==> config.mk <==
export PLATFORM = sky130hd
export DESIGN_NAME = vga_timing
export DESIGN_NICKNAME = d
export VERILOG_FILES = /design/src/rtl/vga_pkg.sv /design/src/rtl/vga_delay_line.sv /design/src/rtl/vga_timing.sv
export SDC_FILE = /design/constraint.sdc
export NUM_CORES = 1
export LEC_CHECK = 0
export CAP_MARGIN = 25
export CORE_AREA = 10 10 84 64
export CTS_CLUSTER_SIZE = 30
export DETAILED_ROUTE_END_ITERATION = 8
export DIE_AREA = 0 0 94 74
export PLACE_DENSITY_LB_ADDON = 0.2
export RECOVER_POWER = 50
export SLEW_MARGIN = 30
export SYNTH_ARGS = -nofsm -noshare
export SYNTH_HDL_FRONTEND = slang
export SYNTH_SLANG_ARGS = --single-unit
==> constraint.sdc <==
create_clock -name HCLK -period 2.49 [get_ports HCLK]
set_input_delay 0.3735 -clock HCLK [delete_from_list [all_inputs] [get_ports HCLK]]
set_output_delay 0.3735 -clock HCLK [all_outputs]
set_load 0.02 [all_outputs]
==> src/rtl/vga_pkg.sv <==
// Shared 640x480@60 Hz VGA timing constants and the packed colour type.
package vga_pkg;

  localparam int unsigned H_ACTIVE = 640;
  localparam int unsigned H_FP     = 16;
  localparam int unsigned H_SYNC   = 96;
  localparam int unsigned H_BP     = 48;
  localparam int unsigned H_TOTAL  = H_ACTIVE + H_FP + H_SYNC + H_BP;

  localparam int unsigned V_ACTIVE = 480;
  localparam int unsigned V_FP     = 10;
  localparam int unsigned V_SYNC   = 2;
  localparam int unsigned V_BP     = 33;
  localparam int unsigned V_TOTAL  = V_ACTIVE + V_FP + V_SYNC + V_BP;

  typedef struct packed {
    logic [3:0] r;
    logic [3:0] g;
    logic [3:0] b;
  } rgb_t;

  function automatic rgb_t to_rgb(input logic [11:0] val);
    return rgb_t'(val);
  endfunction

endpackage

==> src/rtl/vga_delay_line.sv <==
// Tick-enabled shift register of configurable depth; depth 0 is a plain wire.
module vga_delay_line #(
  parameter int unsigned       Depth    = 1,
  parameter int unsigned       Width    = 3,
  parameter logic [Width-1:0]  ResetVal = '0
) (
  input  logic             clk_i,
  input  logic             rst_i,
  input  logic             en_i,
  input  logic [Width-1:0] data_i,
  output logic [Width-1:0] data_o
);

  if (Depth == 0) begin : g_bypass
    logic unused_ok;
    assign unused_ok = ^{clk_i, rst_i, en_i};
    assign data_o    = data_i;
  end else begin : g_shift
    logic [Width-1:0] stage_q [Depth];
    logic [Width-1:0] stage_d [Depth];

    always_comb begin
      for (int unsigned i = 0; i < Depth; i++) begin
        stage_d[i] = stage_q[i];
      end
      if (en_i) begin
        stage_d[0] = data_i;
        for (int unsigned i = 1; i < Depth; i++) begin
          stage_d[i] = stage_q[i-1];
        end
      end
    end

    always_ff @(posedge clk_i) begin
      if (rst_i) begin
        for (int unsigned i = 0; i < Depth; i++) begin
          stage_q[i] <= ResetVal;
        end
      end else begin
        stage_q <= stage_d;
      end
    end

    assign data_o = stage_q[Depth-1];
  end

endmodule

==> src/rtl/vga_timing.sv <==
// 640x480@60 Hz VGA timing generator: scan coordinates out, 1-bit pixel in,
// sync and colour re-aligned to the pixel source latency.
module vga_timing
  import vga_pkg::*;
#(
  parameter int unsigned CLK_DIV = 2,
  parameter int unsigned PIX_LAT = 1,
  parameter logic [11:0] FG_RGB  = 12'hFFF,
  parameter logic [11:0] BG_RGB  = 12'h000
) (
  input  logic       HCLK,
  input  logic       HRESET,
  input  logic       pixel,
  output logic [9:0] pixel_x,
  output logic [8:0] pixel_y,
  output logic       hsync,
  output logic       vsync,
  output logic [3:0] vga_r,
  output logic [3:0] vga_g,
  output logic [3:0] vga_b,
  output logic       frame_start
);

  localparam int unsigned    DivW    = (CLK_DIV > 1) ? $clog2(CLK_DIV) : 1;
  localparam logic [DivW-1:0] DivMax = DivW'(CLK_DIV - 1);
  localparam logic [9:0] HMax    = 10'(H_TOTAL - 1);
  localparam logic [9:0] VMax    = 10'(V_TOTAL - 1);
  localparam logic [9:0] HActEnd = 10'(H_ACTIVE);
  localparam logic [9:0] VActEnd = 10'(V_ACTIVE);
  localparam logic [9:0] HsStart = 10'(H_ACTIVE + H_FP);
  localparam logic [9:0] HsEnd   = 10'(H_ACTIVE + H_FP + H_SYNC);
  localparam logic [9:0] VsStart = 10'(V_ACTIVE + V_FP);
  localparam logic [9:0] VsEnd   = 10'(V_ACTIVE + V_FP + V_SYNC);

  logic [DivW-1:0] div_cnt_q, div_cnt_d;
  logic [9:0]      h_cnt_q, h_cnt_d;
  logic [9:0]      v_cnt_q, v_cnt_d;
  logic            hsync_q, hsync_d;
  logic            vsync_q, vsync_d;
  rgb_t            rgb_q, rgb_d;
  logic            frame_start_q, frame_start_d;

  logic tick, h_wrap, v_wrap;
  logic active, hs_raw, vs_raw;
  logic act_dly, hs_dly, vs_dly;
  logic [2:0] dly_bundle;

  assign tick   = (div_cnt_q == DivMax);
  assign h_wrap = (h_cnt_q == HMax);
  assign v_wrap = (v_cnt_q == VMax);

  assign active = (h_cnt_q < HActEnd) && (v_cnt_q < VActEnd);
  assign hs_raw = !((h_cnt_q >= HsStart) && (h_cnt_q < HsEnd));
  assign vs_raw = !((v_cnt_q >= VsStart) && (v_cnt_q < VsEnd));

  always_comb begin
    div_cnt_d     = tick ? '0 : div_cnt_q + DivW'(1);
    h_cnt_d       = h_cnt_q;
    v_cnt_d       = v_cnt_q;
    frame_start_d = 1'b0;
    if (tick) begin
      h_cnt_d = h_wrap ? '0 : h_cnt_q + 10'd1;
      if (h_wrap) begin
        v_cnt_d = v_wrap ? '0 : v_cnt_q + 10'd1;
      end
      frame_start_d = h_wrap && v_wrap;
    end
  end

  // Delay active/syncs so they line up with the pixel returned PIX_LAT ticks later.
  vga_delay_line #(
    .Depth    (PIX_LAT),
    .Width    (3),
    .ResetVal (3'b011)
  ) u_delay (
    .clk_i  (HCLK),
    .rst_i  (HRESET),
    .en_i   (tick),
    .data_i ({active, hs_raw, vs_raw}),
    .data_o (dly_bundle)
  );

  assign {act_dly, hs_dly, vs_dly} = dly_bundle;

  always_comb begin
    hsync_d = hsync_q;
    vsync_d = vsync_q;
    rgb_d   = rgb_q;
    if (tick) begin
      hsync_d = hs_dly;
      vsync_d = vs_dly;
      if (!act_dly) begin
        rgb_d = '0;
      end else if (pixel) begin
        rgb_d = to_rgb(FG_RGB);
      end else begin
        rgb_d = to_rgb(BG_RGB);
      end
    end
  end

  always_ff @(posedge HCLK) begin
    if (HRESET) begin
      div_cnt_q     <= '0;
      h_cnt_q       <= '0;
      v_cnt_q       <= '0;
      hsync_q       <= 1'b1;
      vsync_q       <= 1'b1;
      rgb_q         <= '0;
      frame_start_q <= 1'b0;
    end else begin
      div_cnt_q     <= div_cnt_d;
      h_cnt_q       <= h_cnt_d;
      v_cnt_q       <= v_cnt_d;
      hsync_q       <= hsync_d;
      vsync_q       <= vsync_d;
      rgb_q         <= rgb_d;
      frame_start_q <= frame_start_d;
    end
  end

  assign pixel_x     = active ? h_cnt_q : '0;
  assign pixel_y     = active ? v_cnt_q[8:0] : '0;
  assign hsync       = hsync_q;
  assign vsync       = vsync_q;
  assign vga_r       = rgb_q.r;
  assign vga_g       = rgb_q.g;
  assign vga_b       = rgb_q.b;
  assign frame_start = frame_start_q;

endmodule

==> impl_table.tex, run 1 <==
\begin{tabular}{lr}
\hline
Metric & Value \\
\hline
\multicolumn{2}{l}{\textbf{Detailed routing}} \\
\quad Via count & 1338 \\
\quad WL/cell & 15.3 um \\
\quad DRT iter0 DRCs & 95 \\
\quad Post-detailed-route via-to-cell ratio & 5.19 \\
\quad Antenna viol nets, final & 0 \\
\quad First drt pass iteration count & 4 \\
\quad Total wire length after detailed routing & 3.95 mm \\
\quad Count of unresolved DRC violations after routing & 0 \\
\multicolumn{2}{l}{\textbf{Clock network}} \\
\quad Clock tree buffer depth & 2 \\
\quad Number of CTS-inserted buffers & 3 \\
\quad Clock tree from TritonCTS & done \\
\quad Clock network latency to the later pin of the worst-skew pair & 0.28 ns \\
\quad Htree depth & 1 \\
\quad CTS clock-pin slew for the worst setup and hold paths & 0.10 ns \\
\quad Root Buffer & clkbuf\_8 \\
\quad Post-CTS setup repair buffer count & 0 \\
\quad TritonCTS Sinks & 28 \\
\multicolumn{2}{l}{\textbf{Timing}} \\
\quad Portion of the clock cycle consumed by the worst path in the final layout & 93.3\% \\
\quad Hold violation count in the final report & 0 \\
\quad Fmax & 0.431 GHz \\
\quad Remaining max-slew budget at the tightest pin & 51.2\% \\
\quad Transition time of the tightest slew-check pin & 0.732 ns \\
\quad Count of final max-slew check failures & 0 \\
\quad Final Hold Slack & 0.476 ns \\
\quad Min cycle time layout & 2.32 ns \\
\quad Largest clock skew in the final design & 0.00725 ns \\
\quad Summed negative setup slack over all endpoints & 0 ns \\
\quad Final setup vio count & 0 \\
\quad Setup repair after global routing missed its margin & no \\
\multicolumn{2}{l}{\textbf{Synth}} \\
\quad Number of enable-type register cells in the synthesized netlist & 0 \\
\quad Mapped cell area & 0.00152 mm2 \\
\quad Mean post-synth cell area & 8.37 um2 \\
\quad Number of standard cells after synthesis & 182 \\
\quad Yosys warning count & 0 \\
\quad Predominant post-synthesis flop cell & dfxtp\_1 \\
\quad Synthesized Nets & 189 \\
\quad Distinct cell type count of the synthesized netlist & 38 \\
\quad Ys async rst share & 0\% \\
\quad Sequential fraction of the synthesis area & 36.8\% \\
\quad Seq cells post-synth & 28 \\
\multicolumn{2}{l}{\textbf{Layout}} \\
\quad Share of final-layout standard cells stronger than drive strength 1 & 3.40\% \\
\quad Total inserted antenna cells & 0 \\
\quad Area added between synthesis and finish & 26.3\% \\
\quad Core utilization of the finished layout & 50.6\% \\
\quad NumNets Final & 215 \\
\quad Number of fill cells & 374 \\
\multicolumn{2}{l}{\textbf{Floorplanning}} \\
\quad Die height & 74 um \\
\quad Die boundary width & 94 um \\
\quad Number of top-level design ports & 37 \\
\quad Floorplan die area & 0.00696 mm2 \\
\quad Initial Util & 40.0\% \\
\quad Core Footprint & 0.00380 mm2 \\
\quad FP Rows & 19 \\
\multicolumn{2}{l}{\textbf{Global route}} \\
\quad Antenna violations before repair & 0 \\
\quad Global route total overflow & 0 \\
\quad Combined global-route utilization of all metal layers & 11.4\% \\
\quad Pin count of the biggest net entering global routing & 18 \\
\quad Vias in the first global route & 1282 \\
\quad Wire length of the first global-routing pass & 6.49 mm \\
\multicolumn{2}{l}{\textbf{Hold path}} \\
\quad Class of the tightest hold or removal check & flop to flop \\
\multicolumn{2}{l}{\textbf{Job}} \\
\quad Max-Cap Viols & 0 \\
\multicolumn{2}{l}{\textbf{Setup path}} \\
\quad Worst Path Arrival & 1.95 ns \\
\quad Endpoint type of the worst setup path & output pin \\
\quad Type of the worst setup path & flop to output pin \\
\quad Worst reg-to-reg setup slack & 0.28 ns \\
\quad Maximum fanout encountered on the critical timing path & 10 \\
\quad Worst Path Required & 2.12 ns \\
\quad Element type at the critical path start & flop \\
\multicolumn{2}{l}{\textbf{Placed design}} \\
\quad Dpl hpwl & 2.94 mm \\
\quad Port buffer count & 36 \\
\quad Final GP Congestion & 0.813 \\
\multicolumn{2}{l}{\textbf{Power}} \\
\quad Peak supply drop & 0.000193 V \\
\quad Leakage & 0.950 nW \\
\quad P per Cell Area & 404 mW/mm2 \\
\multicolumn{2}{l}{\textbf{Outcome}} \\
\quad Outcome & completed \\
\hline
\end{tabular}
[cell families (layout without fill, tap and decap cells)]
family / after synthesis / count (layout) / synth area share [%]
compound gates: 21 / 21 / 9.12
xor+xnor: 11 / 11 / 6.33
fa+ha+maj: 4 / 4 / 3.29
buf+inv: 28 / 52 / 10.6
flops: 28 / 28 / 36.8
mux: 1 / 1 / 0.657
simple gates: 89 / 89 / 33.2
[power breakdown]
group / switching [mW] / internal (mW)
sequential: 0.00609 / 0.455
clock: 0.141 / 0.109
combinational: 0.0371 / 0.0279
total: 0.184 / 0.592
[cells in the final DEF (no fill, tap or decap), drive strengths merged, types with 4 or more instances in the layout]
cell type / instances
clkbuf: 5
o31ai: 4
ha: 4
nor4: 11
nand2: 8
a21oi: 7
nor3: 9
nor2: 15
xor2: 4
dlymetal6s2s: 17
dlygate4sd3: 12
clkdlybuf4s50: 7
nand3: 6
nor2b: 5
nand4: 7
and2: 12
inv: 8
dfxtp: 28
xnor2: 7
[registers in the layout, indices dropped and copies added (netlist names)]
name            flops
v_cnt_q            10
div_cnt_q           1
h_cnt_q            10
hsync               1
u_delay.data_o      3
vsync               1
frame_start         1
vga_r               1
[worst max-delay path: stages (launching register included)]
cell	delay [ns]
dfxtp_1	0.37
nand3_1	0.16
nor2_1	0.07
buf_4	0.17
nor4_1	0.22
clkdlybuf4s50_1	0.67
[per-stage QoR]
stage                     total power, mW  cell area, um2  cells  setup slack [ns]
after global routing                0.808            1920    258            0.0378
after detailed placement            0.540            1850    255             0.366
final                               0.776            1920    258             0.167
after floorplan                     0.514            1520    182             0.519
after CTS                           0.787            1900    258            0.0486
after global placement              0.539            1850    255             0.378
[Yosys cell counts (3+ instances only)]
cell,n,area (um2)
dfxtp_1,28,561
nor2_1,15,56.3
and2_1,12,75.1
buf_4,11,82.6
nor4_1,11,68.8
nor3_1,9,45.0
inv_1,8,30.0
nand2_1,8,30.0
a21oi_1,7,35.0
clkbuf_1,7,26.3
nand4_1,7,43.8
xnor2_1,7,61.3
nand3_1,6,30.0
nor2b_1,5,31.3
ha_1,4,50.1
o31ai_1,4,30.0
xor2_1,4,35.0
or4_1,3,22.5
[final timing paths]
kind                startpoint    endpoint  depth (start not counted)
max                 v_cnt_q[6]  pixel_x[8]                          5
min          u_delay.data_o[0]       vsync                          1
max reg2reg         h_cnt_q[8]  v_cnt_q[5]                          4
min reg2reg  u_delay.data_o[0]       vsync                          1
[final cells by class]
type / count / area [um2] / share of cell area [%]
flip-flops and latches: 28 / 561 / 29.1
clock buffers: 3 / 41.3 / 2.15
repair buffers: 41 / 433 / 22.5
multi-input cells: 126 / 793 / 41.2
inverters: 8 / 30.0 / 1.56
well taps: 52 / 65.1 / 3.38
[timing repair]
item,CTS,global route
hold endpoints to repair,0,0
resized for setup,0,17
hold buffers,0,0
setup endpoints to repair,0,17
[metal layers]
layer	vias to the layer above	GRT usage (%)	wire length, um
met1	630	15.1	1910
li1	679	-	-
met2	24	17.9	1840
met5	-	0	0
met3	5	3.92	178
met4	0	2.02	19
Note: power is estimated with default switching activity, not from simulation.
==> inputs of run 2 (changes only) <==
Settings changed: CTS_BUF_LIST set to sky130_fd_sc_hd__clkbuf_4 sky130_fd_sc_hd__clkbuf_8, GPL_TIMING_DRIVEN set to 0.
==> impl_table.tex, run 2 (synthesis gave the netlist of run 1 again) <==
\begin{tabular}{lr}
\hline
Metric & Value \\
\hline
\multicolumn{2}{l}{\textbf{Outcome}} \\
\quad Outcome & completed (unchanged) \\
\multicolumn{2}{l}{\textbf{Setup path}} \\
\quad Startpoint of the lowest-slack register-to-register path & h\_cnt\_q[5] (was h\_cnt\_q[8]) \\
\quad Endpoint type of the worst setup path & output pin (unchanged) \\
\quad Cell with the largest stage delay on the worst path & clkdlybuf4s50\_1 (unchanged) \\
\quad Series of cell instances along the critical path & nand3\_1 > nor2\_2 > nor3\_4 > and2\_1 > clkdlybuf4s50\_1 (was nand3\_1 > nor2\_1 > buf\_4 > nor4\_1 > clkdlybuf4s50\_1) \\
\quad Worst reg-to-reg setup slack & 0.26 ns (was 0.28 ns) \\
\quad Worst Path Required & 2.12 ns (about the same) \\
\quad Largest stage delay on the critical path & 0.60 ns (was 0.67 ns) \\
\quad Worst reg2reg path endpoint & v\_cnt\_q[7] (was v\_cnt\_q[5]) \\
\quad R2R cell count & 5 (was 4) \\
\quad Type of the worst setup path & flop to output pin (unchanged) \\
\quad Element type at the critical path start & flop (unchanged) \\
\quad Worst Path Arrival & 1.95 ns (about the same) \\
\quad Maximum fanout encountered on the critical timing path & 5 (was 10) \\
\multicolumn{2}{l}{\textbf{Layout}} \\
\quad Total inserted antenna cells & 0 (unchanged) \\
\quad Core utilization of the finished layout & 52.6\% (was 50.6\%) \\
\quad Most frequent standard cell in the layout excluding fill and tap cells & dfxtp\_1 (unchanged) \\
\quad Share of final-layout standard cells stronger than drive strength 1 & 9.95\% (was 3.40\%) \\
\quad Area added between synthesis and finish & 31.3\% (was 26.3\%) \\
\quad NumNets Final & 230 (was 215) \\
\quad Number of fill cells & 384 (was 374) \\
\quad Commonest non-fill, non-tap cells in the layout & dfxtp\_1 (28), nor2\_1 (14), and2\_1 (12), dlygate4sd2\_1 (12), dlygate4sd3\_1 (12) (was dfxtp\_1 (28), dlymetal6s2s\_1 (17), nor2\_1 (15), and2\_1 (12), dlygate4sd3\_1 (12)) \\
\multicolumn{2}{l}{\textbf{Floorplanning}} \\
\quad Initial Util & 40.0\% (unchanged) \\
\quad Core Footprint & 0.00380 mm2 (unchanged) \\
\quad Number of top-level design ports & 37 (unchanged) \\
\quad Die height & 74 um (unchanged) \\
\quad Floorplan die area & 0.00696 mm2 (unchanged) \\
\quad Die boundary width & 94 um (unchanged) \\
\quad FP Rows & 19 (unchanged) \\
\multicolumn{2}{l}{\textbf{Job}} \\
\quad Max-Cap Viols & 0 (unchanged) \\
\multicolumn{2}{l}{\textbf{Global route}} \\
\quad Wire length of the first global-routing pass & 6.13 mm (was 6.49 mm) \\
\quad Vias in the first global route & 1218 (was 1282) \\
\quad Combined global-route utilization of all metal layers & 10.8\% (was 11.4\%) \\
\quad Global route total overflow & 0 (unchanged) \\
\quad Pin count of the biggest net entering global routing & 15 (was 18) \\
\quad Antenna violations before repair & 0 (unchanged) \\
\multicolumn{2}{l}{\textbf{Power}} \\
\quad PnR Total Power & 0.781 mW (was 0.776 mW) \\
\quad Combinational share of power & 9.0\% (was 8.4\%) \\
\quad Int Pwr & 0.596 mW (was 0.592 mW) \\
\quad P per Cell Area & 391 mW/mm2 (was 404 mW/mm2) \\
\quad Share of power burned in registers & 59.0\% (was 59.4\%) \\
\quad Net switching power figure & 0.185 mW (was 0.184 mW) \\
\quad Leakage & 0.861 nW (was 0.950 nW) \\
\quad Switching share of total power & 23.7\% (about the same) \\
\quad Peak supply drop & 0.000281 V (was 0.000193 V) \\
\quad Relative contribution of the clock network to total power & 32.0\% (was 32.2\%) \\
\multicolumn{2}{l}{\textbf{Timing}} \\
\quad Largest clock skew in the final design & 0.00361 ns (was 0.00725 ns) \\
\quad Transition time of the tightest slew-check pin & 1.03 ns (was 0.732 ns) \\
\quad Setup repair after global routing missed its margin & no (unchanged) \\
\quad Final setup vio count & 0 (unchanged) \\
\quad Final Hold Slack & 0.489 ns (was 0.476 ns) \\
\quad Hold violation count in the final report & 0 (unchanged) \\
\quad Remaining max-slew budget at the tightest pin & 30.8\% (was 51.2\%) \\
\quad Count of final max-slew check failures & 0 (unchanged) \\
\quad Portion of the clock cycle consumed by the worst path in the final layout & 93.2\% (was 93.3\%) \\
\quad Min cycle time layout & 2.32 ns (about the same) \\
\quad Fmax & 0.431 GHz (about the same) \\
\quad Summed negative setup slack over all endpoints & 0 ns (unchanged) \\
\multicolumn{2}{l}{\textbf{Hold path}} \\
\quad Class of the tightest hold or removal check & flop to flop (unchanged) \\
\quad Worst hold path endpoint & hsync (was vsync) \\
\quad Hold-critical path depth & 1 (unchanged) \\
\quad Hold\_sp & u\_delay.data\_o[1] (was u\_delay.data\_o[0]) \\
\multicolumn{2}{l}{\textbf{Clock network}} \\
\quad Clock tree from TritonCTS & done (unchanged) \\
\quad Htree depth & 1 (unchanged) \\
\quad Number of CTS-inserted buffers & 3 (unchanged) \\
\quad TritonCTS Sinks & 28 (unchanged) \\
\quad Root Buffer & clkbuf\_8 (unchanged) \\
\quad Clock tree buffer depth & 2 (unchanged) \\
\quad CTS clock-pin slew for the worst setup and hold paths & 0.09 ns (was 0.10 ns) \\
\quad Clock network latency to the later pin of the worst-skew pair & 0.28 ns (about the same) \\
\multicolumn{2}{l}{\textbf{Detailed routing}} \\
\quad First drt pass iteration count & 4 (unchanged) \\
\quad Count of unresolved DRC violations after routing & 0 (unchanged) \\
\quad WL/cell & 14.1 um (was 15.3 um) \\
\quad DRT iter0 DRCs & 109 (was 95) \\
\quad Via count & 1358 (was 1338) \\
\quad Antenna viol nets, final & 0 (unchanged) \\
\quad Post-detailed-route via-to-cell ratio & 4.97 (was 5.19) \\
\quad Total wire length after detailed routing & 3.85 mm (was 3.95 mm) \\
\multicolumn{2}{l}{\textbf{Placed design}} \\
\quad Final GP Congestion & 0.786 (was 0.813) \\
\quad Dpl hpwl & 2.93 mm (was 2.94 mm) \\
\quad Port buffer count & 36 (unchanged) \\
\hline
\end{tabular}
## run 2: cell types whose count changed in the layout (fill, tap and decap cells not counted), sizes merged
| cell | previous run | this run |
|---|---|---|
| buf | 3 | 13 |
| dlymetal6s2s | 17 | 5 |
| clkbuf | 5 | 10 |
| dlygate4sd2 | 0 | 12 |
## run 2: routing by layer
| metal | track usage [%] | part of all wire [%] | vias up |
|---|---|---|---|
| li1 | - | - | 709 |
| met5 | 0 | 0 | - |
| met2 | 16.0 | 44 | 26 |
| met1 | 15.0 | 50 | 621 |
| met4 | 1.68 | 0.21 | 0 |
| met3 | 3.72 | 6.2 | 2 |
## run 2: cell type report
cell class | instances | area, um2 | area share, %
inverter | 8 | 30.0 | 1.50
tap | 52 | 65.1 | 3.25
multi-input combinational | 126 | 808 | 40.4
buffer | 20 | 136 | 6.82
sequential | 28 | 561 | 28.0
clock buffer | 3 | 41.3 | 2.07
timing repair buffer | 36 | 358 | 17.9
## run 2: worst max-delay path by stage
stage	startpoint	to	slack, ns	cells after the start
5_1_grt	v_cnt_q[5]	pixel_x[9]	0.05	5
3_5_place_dp	h_cnt_q[7]	pixel_y[6]	-0.18	5
6_report	v_cnt_q[5]	pixel_x[9]	0.17	5
2_1_floorplan	h_cnt_q[5]	v_cnt_q[6]	0.52	6
3_3_place_gp	h_cnt_q[7]	pixel_x[4]	-0.17	5
4_1_cts	v_cnt_q[5]	pixel_x[1]	0.007	5
## run 2: metrics by stage
step	cell area, um2	std cells	setup slack [ns]
after detailed placement	1950	270	-0.180
after global routing	2000	273	0.0549
final	2000	273	0.169
after floorplan	1520	182	0.519
after CTS	1990	273	0.00723
after global placement	1950	270	-0.168
## run 2: power groups by stage
stage	registers [mW]	logic (mW)	clock network, mW
finish	0.461	0.0705	0.250
global route	0.463	0.0765	0.270
CTS	0.461	0.0735	0.260
detailed placement	0.471	0.0742	0
global placement	0.471	0.0742	0
floorplan	0.473	0.0408	0
## run 2: timing repair
item | in CTS | in global routing
endpoints found under the setup margin | 19 | 5
setup buffers | 0 | 0
resized for setup | 18 | 6
hold buffers | 0 | 0
endpoints found under the hold margin | 0 | 0
## run 2: critical path, delay by kind of cell, from the launching register on
family | cells | cell delay, ns
buf+inv | 1 | 0.60
flops | 1 | 0.37
simple gates | 4 | 0.70
